### src/rtl/gost89_cfb_seg_if.sv
// gost89_cfb_seg_if
// Streaming and IV-control bundle for gost89_cfb_seg.
//   iv_load / iv / decrypt : load a new feedback value and latch the direction
//   in_valid / in_ready / in_data    : input segment handshake (SEG_W bits)
//   out_valid / out_ready / out_data : result segment handshake (SEG_W bits)
// master = the side feeding segments in, slave = the cipher block.
interface gost89_cfb_seg_if #(
  parameter int SEG_W = 64
) ();
  logic             iv_load;
  logic [63:0]      iv;
  logic             decrypt;
  logic             in_valid;
  logic             in_ready;
  logic [SEG_W-1:0] in_data;
  logic             out_valid;
  logic             out_ready;
  logic [SEG_W-1:0] out_data;

  modport master (
    output iv_load, iv, decrypt, in_valid, in_data, out_ready,
    input  in_ready, out_valid, out_data
  );

  modport slave (
    input  iv_load, iv, decrypt, in_valid, in_data, out_ready,
    output in_ready, out_valid, out_data
  );
endinterface

### src/rtl/gost89_cfb_seg.sv
// gost89_cfb_seg
// GOST 28147-89 cipher-feedback block with SEG_W-bit segments (8/16/32/64).
// One instance encrypts or decrypts; the direction is latched on iv_load.
// The gamma G = E_K(fb) comes from an embedded gost89_ecb_encrypt core; the
// top SEG_W bits of G are XORed onto the input segment, and the ciphertext
// side of the exchange is shifted into the feedback register.
//
// Ports (gost89_cfb_seg):
//   clk, reset : clock, synchronous active-high reset
//   sbox[511:0], key[255:0] : cipher parameters, passed straight to the core;
//                             must stay stable while a segment is in flight
//   bus        : gost89_cfb_seg_if.slave (IV control + in/out handshakes)
//   busy       : high whenever the FSM is not IDLE
//   seg_count  : (only with GOST89_CFB_SEGCNT_EN) completed-segment counter,
//                cleared by reset and iv_load, wraps at 2^32
//
// Optional feature macro: GOST89_CFB_SEGCNT_EN

// gost89_ecb_encrypt: one Feistel round per clock, 32 rounds.
//   load_data takes precedence over reset so the wrapper can pulse both.
//   blk_out is valid once busy has fallen after a load.
//   Half-block convention: N1 = blk_in[31:0], N2 = blk_in[63:32]; key word
//   K0 is key[255:224]; S-box b entry v is sbox[(b*16+v)*4 +: 4].
module gost89_ecb_encrypt (
  input  logic         clk,
  input  logic         reset,
  input  logic         load_data,
  input  logic [511:0] sbox,
  input  logic [255:0] key,
  input  logic [63:0]  blk_in,
  output logic [63:0]  blk_out,
  output logic         busy
);
  logic [31:0] n1_q, n1_d;
  logic [31:0] n2_q, n2_d;
  logic [4:0]  round_q, round_d;
  logic        busy_q, busy_d;
  logic [2:0]  kidx;
  logic [31:0] kword;
  logic [31:0] sum;
  logic [31:0] sub;
  logic [31:0] f;

  // Rounds 0..23 walk K0..K7 forward three times, rounds 24..31 walk K7..K0.
  assign kidx  = (round_q[4:3] == 2'b11) ? ~round_q[2:0] : round_q[2:0];
  assign kword = key[{~kidx, 5'b00000} +: 32];
  assign sum   = n1_q + kword;

  genvar gi;
  generate
    for (gi = 0; gi < 8; gi++) begin : g_sbox
      logic [8:0] idx;
      assign idx = {3'(gi), sum[4*gi +: 4], 2'b00};
      assign sub[4*gi +: 4] = sbox[idx +: 4];
    end
  endgenerate

  assign f = {sub[20:0], sub[31:21]};  // rotate left by 11

  always_comb begin
    n1_d    = n1_q;
    n2_d    = n2_q;
    round_d = round_q;
    busy_d  = busy_q;
    if (load_data) begin
      n1_d    = blk_in[31:0];
      n2_d    = blk_in[63:32];
      round_d = 5'd0;
      busy_d  = 1'b1;
    end else if (reset) begin
      round_d = 5'd0;
      busy_d  = 1'b0;
    end else if (busy_q) begin
      n1_d    = n2_q ^ f;
      n2_d    = n1_q;
      round_d = round_q + 5'd1;
      if (round_q == 5'd31) begin
        busy_d = 1'b0;
      end
    end
  end

  always_ff @(posedge clk) begin
    n1_q    <= n1_d;
    n2_q    <= n2_d;
    round_q <= round_d;
    busy_q  <= busy_d;
  end

  // Swapping the halves back undoes the exchange of the final round.
  assign blk_out = {n1_q, n2_q};
  assign busy    = busy_q;
endmodule

module gost89_cfb_seg #(
  parameter int SEG_W = 64
) (
  input  logic           clk,
  input  logic           reset,
  input  logic [511:0]   sbox,
  input  logic [255:0]   key,
  gost89_cfb_seg_if.slave bus,
  output logic           busy
`ifdef GOST89_CFB_SEGCNT_EN
  ,
  output logic [31:0]    seg_count
`endif
);
  generate
    if (!(SEG_W == 8 || SEG_W == 16 || SEG_W == 32 || SEG_W == 64)) begin : g_bad_seg_w
      $error("gost89_cfb_seg: SEG_W must be 8, 16, 32 or 64");
    end
  endgenerate

  typedef enum logic [1:0] {IDLE, START, WAIT, OUT} state_t;

  state_t           state_q, state_d;
  logic [63:0]      fb_q, fb_d;
  logic             mode_q, mode_d;
  logic [SEG_W-1:0] seg_q, seg_d;
  logic [SEG_W-1:0] out_data_q, out_data_d;
  logic             out_valid_q, out_valid_d;

  logic             core_rst;
  logic             core_load;
  logic             core_busy;
  logic [63:0]      core_out;
  logic [SEG_W-1:0] result;
  logic [SEG_W-1:0] fb_c;
  logic [63:0]      fb_next;

  // START restarts the core from fb_q; load is masked during a global reset
  // so an aborted START does not leave the core running.
  assign core_load = (state_q == START) && !reset;
  assign core_rst  = reset || (state_q == START);

  gost89_ecb_encrypt u_core (
    .clk       (clk),
    .reset     (core_rst),
    .load_data (core_load),
    .sbox      (sbox),
    .key       (key),
    .blk_in    (fb_q),
    .blk_out   (core_out),
    .busy      (core_busy)
  );

  assign result = seg_q ^ core_out[63 -: SEG_W];
  // Ciphertext is what feeds back: our output when encrypting, our input
  // when decrypting.
  assign fb_c   = mode_q ? seg_q : result;

  generate
    if (SEG_W == 64) begin : g_fb_full
      assign fb_next = fb_c;
    end else begin : g_fb_shift
      assign fb_next = {fb_q[63-SEG_W:0], fb_c};
    end
  endgenerate

  always_comb begin
    state_d     = state_q;
    fb_d        = fb_q;
    mode_d      = mode_q;
    seg_d       = seg_q;
    out_data_d  = out_data_q;
    out_valid_d = out_valid_q;
    case (state_q)
      IDLE: begin
        // An IV load wins over a simultaneous segment, which stays unconsumed.
        if (bus.iv_load) begin
          fb_d   = bus.iv;
          mode_d = bus.decrypt;
        end else if (bus.in_valid) begin
          seg_d   = bus.in_data;
          state_d = START;
        end
      end
      START: begin
        state_d = WAIT;
      end
      WAIT: begin
        // The core is already busy on the first WAIT cycle, so busy low here
        // means the gamma for this segment is ready.
        if (!core_busy) begin
          out_data_d  = result;
          fb_d        = fb_next;
          out_valid_d = 1'b1;
          state_d     = OUT;
        end
      end
      OUT: begin
        if (bus.out_ready) begin
          out_valid_d = 1'b0;
          state_d     = IDLE;
        end
      end
      default: begin
        state_d = IDLE;
      end
    endcase
  end

  always_ff @(posedge clk) begin
    if (reset) begin
      state_q     <= IDLE;
      fb_q        <= 64'd0;
      mode_q      <= 1'b0;
      seg_q       <= '0;
      out_data_q  <= '0;
      out_valid_q <= 1'b0;
    end else begin
      state_q     <= state_d;
      fb_q        <= fb_d;
      mode_q      <= mode_d;
      seg_q       <= seg_d;
      out_data_q  <= out_data_d;
      out_valid_q <= out_valid_d;
    end
  end

  assign bus.in_ready  = (state_q == IDLE) && !bus.iv_load;
  assign bus.out_valid = out_valid_q;
  assign bus.out_data  = out_data_q;
  assign busy          = (state_q != IDLE);

`ifdef GOST89_CFB_SEGCNT_EN
  logic [31:0] cnt_q, cnt_d;

  always_comb begin
    cnt_d = cnt_q;
    if ((state_q == IDLE) && bus.iv_load) begin
      cnt_d = 32'd0;
    end else if (out_valid_q && bus.out_ready) begin
      cnt_d = cnt_q + 32'd1;
    end
  end

  always_ff @(posedge clk) begin
    if (reset) begin
      cnt_q <= 32'd0;
    end else begin
      cnt_q <= cnt_d;
    end
  end

  assign seg_count = cnt_q;
`endif
endmodule

### src/flat_wrapper.sv
// flat-port wrapper written by rule: the top's interface ports become plain ports
module gost89_cfb_seg_flat 
#(
  parameter int SEG_W = 64
)
  (clk, reset, sbox, key, busy, bus_iv_load, bus_iv, bus_decrypt, bus_in_valid, bus_in_data, bus_out_ready, bus_in_ready, bus_out_valid, bus_out_data);
  gost89_cfb_seg_if #(.SEG_W(SEG_W)) bus_i ();
  input  logic clk;
  input  logic reset;
  input  logic [511:0] sbox;
  input  logic [255:0] key;
  output logic busy;
  input wire logic [$bits(bus_i.iv_load)-1:0] bus_iv_load;
  input wire logic [$bits(bus_i.iv)-1:0] bus_iv;
  input wire logic [$bits(bus_i.decrypt)-1:0] bus_decrypt;
  input wire logic [$bits(bus_i.in_valid)-1:0] bus_in_valid;
  input wire logic [$bits(bus_i.in_data)-1:0] bus_in_data;
  input wire logic [$bits(bus_i.out_ready)-1:0] bus_out_ready;
  output wire logic [$bits(bus_i.in_ready)-1:0] bus_in_ready;
  output wire logic [$bits(bus_i.out_valid)-1:0] bus_out_valid;
  output wire logic [$bits(bus_i.out_data)-1:0] bus_out_data;
  assign bus_i.iv_load = bus_iv_load;
  assign bus_i.iv = bus_iv;
  assign bus_i.decrypt = bus_decrypt;
  assign bus_i.in_valid = bus_in_valid;
  assign bus_i.in_data = bus_in_data;
  assign bus_i.out_ready = bus_out_ready;
  assign bus_in_ready = bus_i.in_ready;
  assign bus_out_valid = bus_i.out_valid;
  assign bus_out_data = bus_i.out_data;
  gost89_cfb_seg #(.SEG_W(SEG_W)) u_core (.clk(clk), .reset(reset), .sbox(sbox), .key(key), .bus(bus_i), .busy(busy));
endmodule
### config.mk
export PLATFORM = sky130hd
export DESIGN_NAME = gost89_cfb_seg_flat
export DESIGN_NICKNAME = d
export VERILOG_FILES = /design/src/rtl/gost89_cfb_seg_if.sv /design/src/rtl/gost89_cfb_seg.sv /design/src/flat_wrapper.sv
export SDC_FILE = /design/constraint.sdc
export NUM_CORES = 1
export LEC_CHECK = 0
export CAP_MARGIN = 25
export CORE_AREA = 2 2 374 376
export CTS_CLUSTER_SIZE = 30
export DETAILED_ROUTE_END_ITERATION = 10
export DIE_AREA = 0 0 376 378
export GPL_ROUTABILITY_DRIVEN = 0
export GPL_TIMING_DRIVEN = 0
export SYNTH_ARGS = -nofsm -noshare
export SYNTH_HDL_FRONTEND = slang
export SYNTH_HIERARCHICAL = 1
export SYNTH_SLANG_ARGS = --single-unit
export TNS_END_PERCENT = 100
### constraint.sdc
create_clock -name clk -period 23.8 [get_ports clk]
set_input_delay 7.14 -clock clk [delete_from_list [all_inputs] [get_ports clk]]
set_output_delay 7.14 -clock clk [all_outputs]
set_load 0.005 [all_outputs]
# Word-level counts from Yosys, hierarchy flattened
# Index checks and enable logic that the tools add are counted.
totals:
  regBits: 266
  in_bits: 902
  wordCells: 78
classes:
  add_sub_neg: 2
  n_eq_ne: 11
  shift: 9
  n_mux: 22
  n_bitwise: 6
  reduce_logical: 18
ops:
  columns: ["op", "count"]
  rows:
  - ["$shiftx 512x10->4", 4]
  - ["$shiftx 512x9->4", 2]
  - ["$shiftx 512x7->4", 1]
  - ["$shiftx 512x8->4", 1]
  - ["$shiftx 256x9->32", 1]
  - ["$mux 32", 6]
  - ["$mux 64", 3]
  - ["$pmux 64 s2", 1]
  - ["$xor 64x64->64", 1]
  - ["$add 32x32->32", 1]
  - ["$xor 32x32->32", 1]
  - ["$ne 2x2->1 const B", 6]
  - ["$reduce_and 3->1", 3]
  - ["$mux 2", 4]
  - ["$pmux 2 s4", 1]
  - ["$reduce_bool 2->1", 4]
  - ["$eq 2x2->1 const B", 3]
  - ["$not 3->3", 2]
  - ["$reduce_and 2->1", 3]
  - ["$add 5x1->5 const B", 1]
  - ["$eq 5x5->1 const B", 1]
  - ["$mux 1", 5]
  - ["$reduce_and 4->1", 1]
  - ["$mux 3", 1]
  - ["other kinds (8)", 11]

# Longest topological paths before layout
logic_depth:
  ltp_word: 10
  depth_mapped: 21
  depth_no_buf: 18

# Cells and area by module
# The synthesis kept the hierarchy.
by_module_without_submodules:
  columns: ["module", "instances", "cells_each", "area_per_inst_um2", "seq_area_each_um2"]
  rows:
  - ["gost89_ecb_encrypt", 1, 1275, 13286.5, 2042.0]
  - ["gost89_cfb_seg", 1, 1095, 9455.3, 3923.8]

# Least setup slack after synthesis
# Ideal clock, no wire load.
synth_path:
  kind: "input to output"
  start: "input port bus_iv_load"
  end: "output port bus_in_ready"
  arrival_ns: 7.235
  slack_ns: 9.425
  path_stages: 1
  path_buffers: 0
  cell_sequence: "nor2_1"
synth_between:
  elab_chain_cells: 2
synth_lines:
  columns: ["item", "line_no", "rtl"]
  rows:
  - ["start: declaration", "flat_wrapper.sv:13", "input wire logic [$bits(bus_i.iv_load)-1:0] bus_iv_load;"]
  - ["$logic_not 1->1", "gost89_cfb_seg.sv:222", "assign bus.in_ready = (state_q == IDLE) && !bus.iv_load;"]
  - ["$logic_and 1x1->1", "gost89_cfb_seg.sv:222", null]
  - ["end: declaration", "flat_wrapper.sv:19", "output wire logic [$bits(bus_i.in_ready)-1:0] bus_in_ready;"]
# No other way between the ends.

# Worst setup path after layout
# Ends and elaborated chain as after synthesis.

==> results.txt <==
Setup violations remaining at the end of the flow were counted as 0. In the final design database the tool counted 4,325 nets. The run gives 0 as the aggregate global routing overflow.

Synthesis produced a netlist whose cell count is 2,370. The first global-routing pass estimated 201 mm of wire. The logs give 16,660 ps for the required time at the endpoint of the critical path and 61.8 mm for the met1 routed wirelength after detailed routing.

Buffer depth of the longest clock path: 3. Once routing completed, OpenROAD measured the worst setup slack at 8250 ps. The number of global-route vias before repair came out at 25,300. In the detailed route, the total length drawn on met2 is 71.0 mm.

The area of the core is 139,000 sq um. Most prevalent standard cell on the critical path: sky130_fd_sc_hd__clkdlybuf4s50_1. For the pin with the worst max-slew slack, the measured transition is 1150 ps. The worst hold margin is 482 ps. The worst path uses 65.3% of the clock period.

Global routing consumed, over all layers together, 20.1% of the routing resources. After clock tree synthesis, the clock-pin slew on the worst setup and hold paths is 70 ps. The worst slack at placement was 8240 ps; the overall via count from detail_route was 25,700. After the first detailed-routing iteration, the DRC count stood at 2,754. In this run the post-CTS setup repair buffer count came out at 0. The floorplan step defined a die boundary enclosing 142,000 sq um. The depth of the CTS H-tree was 1; the cell leakage power was 12.6 nW. The worst hold path belongs to the class reg2reg. Yosys mapped the design onto 87 distinct sky130hd cell types. For the headroom to the max-slew limit, the log shows 23.4%. From bottom edge to top edge, the die measures 378 um. Once detail routing completed, the nets flagged for antenna violations numbered 0. After legalization and detailed placement, the total HPWL measured 130 mm. The critical-path maximum fanout is 7.

The tree is rooted in a sky130_fd_sc_hd__clkbuf_16. IR analysis of the VDD net gives a maximum drop of 151 uV. The count of standard-cell rows came out at 137. The post-route cell area was 35,900 sq um.

The summed negative setup slack over all endpoints was 0 ps; the total CTS buffers was 27. After detailed routing, the number of vias per cell comes to 4.91. The synthesized design contains 64 enable-type register cells.

The run gives 266 as the CTS sink count. For the number of remaining DRC errors, the log shows 0. For this configuration, the core starts out at a cell density of 16.4%. Type of destination of the critical path: an output port.

By area the synthesized netlist is led by sky130_fd_sc_hd__dfxtp_1 (18%), sky130_fd_sc_hd__mux4_2 (16%), sky130_fd_sc_hd__edfxtp_1 (8.5%). The tools report the final number of hold-violating endpoints as 0. After layout, the minimum clock period comes to 15,550 ps. In this run the biggest area consumer among cell types represents 17.8% of the synthesized area.

The run gives 31 as the pin count of the biggest net entering global routing. The run gives 5,159 as the cell total after placement. The power density over cell area was 159 nW/um^2; the number of top-level pins was 969. Between clock sinks in the finished design, the worst skew comes to 23.2 ps.

The flow ran to the end, and the final reports show no timing, DRC or antenna violations. Clock latency on the worst-skew pair, taken at its later pin, is 570 ps. The share of cells above drive strength 1 is 12.4%. After detailed placement, the total cell area comes to 34,900 sq um. The top routing layer in use was met5.

The detail-routed net length per standard cell is 29.0 um. In this run, post-CTS hold repair placed 0 buffers. The critical path goes through clkdlybuf4s50_1 -> nor2_1 -> clkdlybuf4s50_1. During placement, the flow inserted port buffers numbering 967. The type of the worst setup path was in2out. In this run the cell area of the synthesized design comes to 22,700 sq um. The initial antenna violation count is 69, and the highest clock frequency the design can meet is 64.3 MHz. The largest single stage delay on the critical path is 580 ps.

Setup repair after global routing left no endpoint under its margin. The category of the worst setup path launch point was an input pin. Summed over all instances, the cell type with the most area after synthesis is sky130_fd_sc_hd__dfxtp_1.

The run gives 5.70 mW as the total power. The run gives 152 mm as the detailed-route wire length. Sequential cells were found to cover 26.2% of the synthesized design area.

The run gives 8410 ps as the arrival time reported for the critical path endpoint. Die span in x: 376 um. The logs give 0 for the count of pins over their slew limit and 5,238 for the number of non-filler instances in the completed layout. Among all flip-flop cells after synthesis, the most frequent one is sky130_fd_sc_hd__dfxtp_1. For this design, the slowest cell found on the critical path is sky130_fd_sc_hd__clkdlybuf4s50_1. Max-cap violations in this run came to 0. Met3 wirelength from detailed routing: 13.2 mm. When the netlist entered floorplanning its net count stood at 3,312.

Counting flops with an async set or reset pin after synthesis yields a share of 0%. TritonCTS built the clock tree. The Yosys step of the flow raised 6 warnings.

In this run the mean area of a mapped cell was 9.60 sq um. The total of cells resized after clock tree synthesis is 0, and the area overhead of the layout relative to synthesis is 57.9%. The synthesized flop and latch total is 266. At the end of the flow the core is filled with cells to 25.9%.

The run gives 6 as the number of detailed-route iterations in the first pass.
-- flip-flops by register name, indices dropped and copies added, names as in the netlist --
name and count:
u_core/u_core/n1_q 32, u_core/u_core/busy 1, u_core/fb_q 64, u_core/bus.out_valid 1
u_core/u_core/n2_q 32, u_core/seg_q 64, u_core/state_q 2, u_core/bus.out_data 64
u_core/mode_q 1, u_core/u_core/round_q 5
-- logic make-up after synthesis --
kind of cell    share of synthesized area [%]
fa+ha+maj                                2.23
mux                                      24.8
flops                                    26.2
buf+inv                                  5.42
simple gates                             15.7
compound gates                           20.3
xor+xnor                                 5.27
-- synth_stat cells, types with 68 or more instances --
master	n
sky130_fd_sc_hd__dfxtp_1	202
sky130_fd_sc_hd__mux4_2	158
sky130_fd_sc_hd__a22o_1	68
sky130_fd_sc_hd__a21oi_1	141
sky130_fd_sc_hd__a211oi_1	75
sky130_fd_sc_hd__o221ai_1	78
sky130_fd_sc_hd__a221oi_1	88
sky130_fd_sc_hd__inv_1	76
sky130_fd_sc_hd__nor2_1	125
sky130_fd_sc_hd__mux2_2	98
sky130_fd_sc_hd__xnor2_1	93
sky130_fd_sc_hd__clkbuf_1	127
sky130_fd_sc_hd__mux2i_1	77
sky130_fd_sc_hd__nor2b_1	72
sky130_fd_sc_hd__nand2_1	316
-- layout by cell type, fill, tap and decap left out, drive strengths merged, types with 6 or more instances in the layout --
master         count
clkdlybuf4s50    967
nand2            317
dfxtp            202
clkbuf           168
mux4             166
a21oi            143
nor2             125
mux2              98
xnor2             97
buf               93
a221oi            89
inv               79
o221ai            78
mux2i             77
a211oi            77
nor2b             72
a22o              68
or4bb             64
edfxtp            64
o21ai             58
ha                39
a22oi             37
xor2              35
diode             28
nand3             26
nor3              19
or3               14
or3b              12
nand2b            11
a21o              11
nand4              9
a41oi              7
o2111a             7
a31oi              6
o21a               6
-- critical path: cells and delay by family --
family                 cells  cell delay, ps
buffers and inverters      2            1100
and+or+nand+nor            1             160
-- where the power goes --
part	switching, mW	internal, mW	total [mW]
logic	2.52	1.84	4.36
clock network	0.196	0.263	0.459
registers	0.216	0.663	0.879
total	2.94	2.76	5.70
-- worst paths after layout --
kind,from,endpoint,slack [ps],cells after the start
max,bus_iv_load,bus_in_ready,8250,3
min reg2reg,u_core/fb_q[14]$_SDFFE_PP0P_,u_core/fb_q[14]$_SDFFE_PP0P_,480,1
min,u_core/fb_q[14]$_SDFFE_PP0P_,u_core/fb_q[14]$_SDFFE_PP0P_,480,1
max reg2reg,u_core/u_core/round_q[0]$_SDFFE_PP0P_,u_core/u_core/n1_q[27]$_DFFE_PP_,15700,19
-- area by class of cell --
class                      count  area (sq um)
multi-input combinational   1825         15600
antenna                       28          70.1
buffer                       203           955
clock buffer                  41           866
timing repair buffer         984          9870
fill                       14800        103000
clock inverter                 8          75.1
tap                         1807          2260
sequential                   266          5970
inverter                      76           285
-- layer usage --
metal / GRT usage, % / vias to the layer above
li1: - / 11200
met1: 24.9 / 12700
met2: 33.6 / 1522
met3: 5.28 / 253
met4: 6.35 / 40
met5: 0 / -
Note: power is estimated with default switching activity, not from simulation.
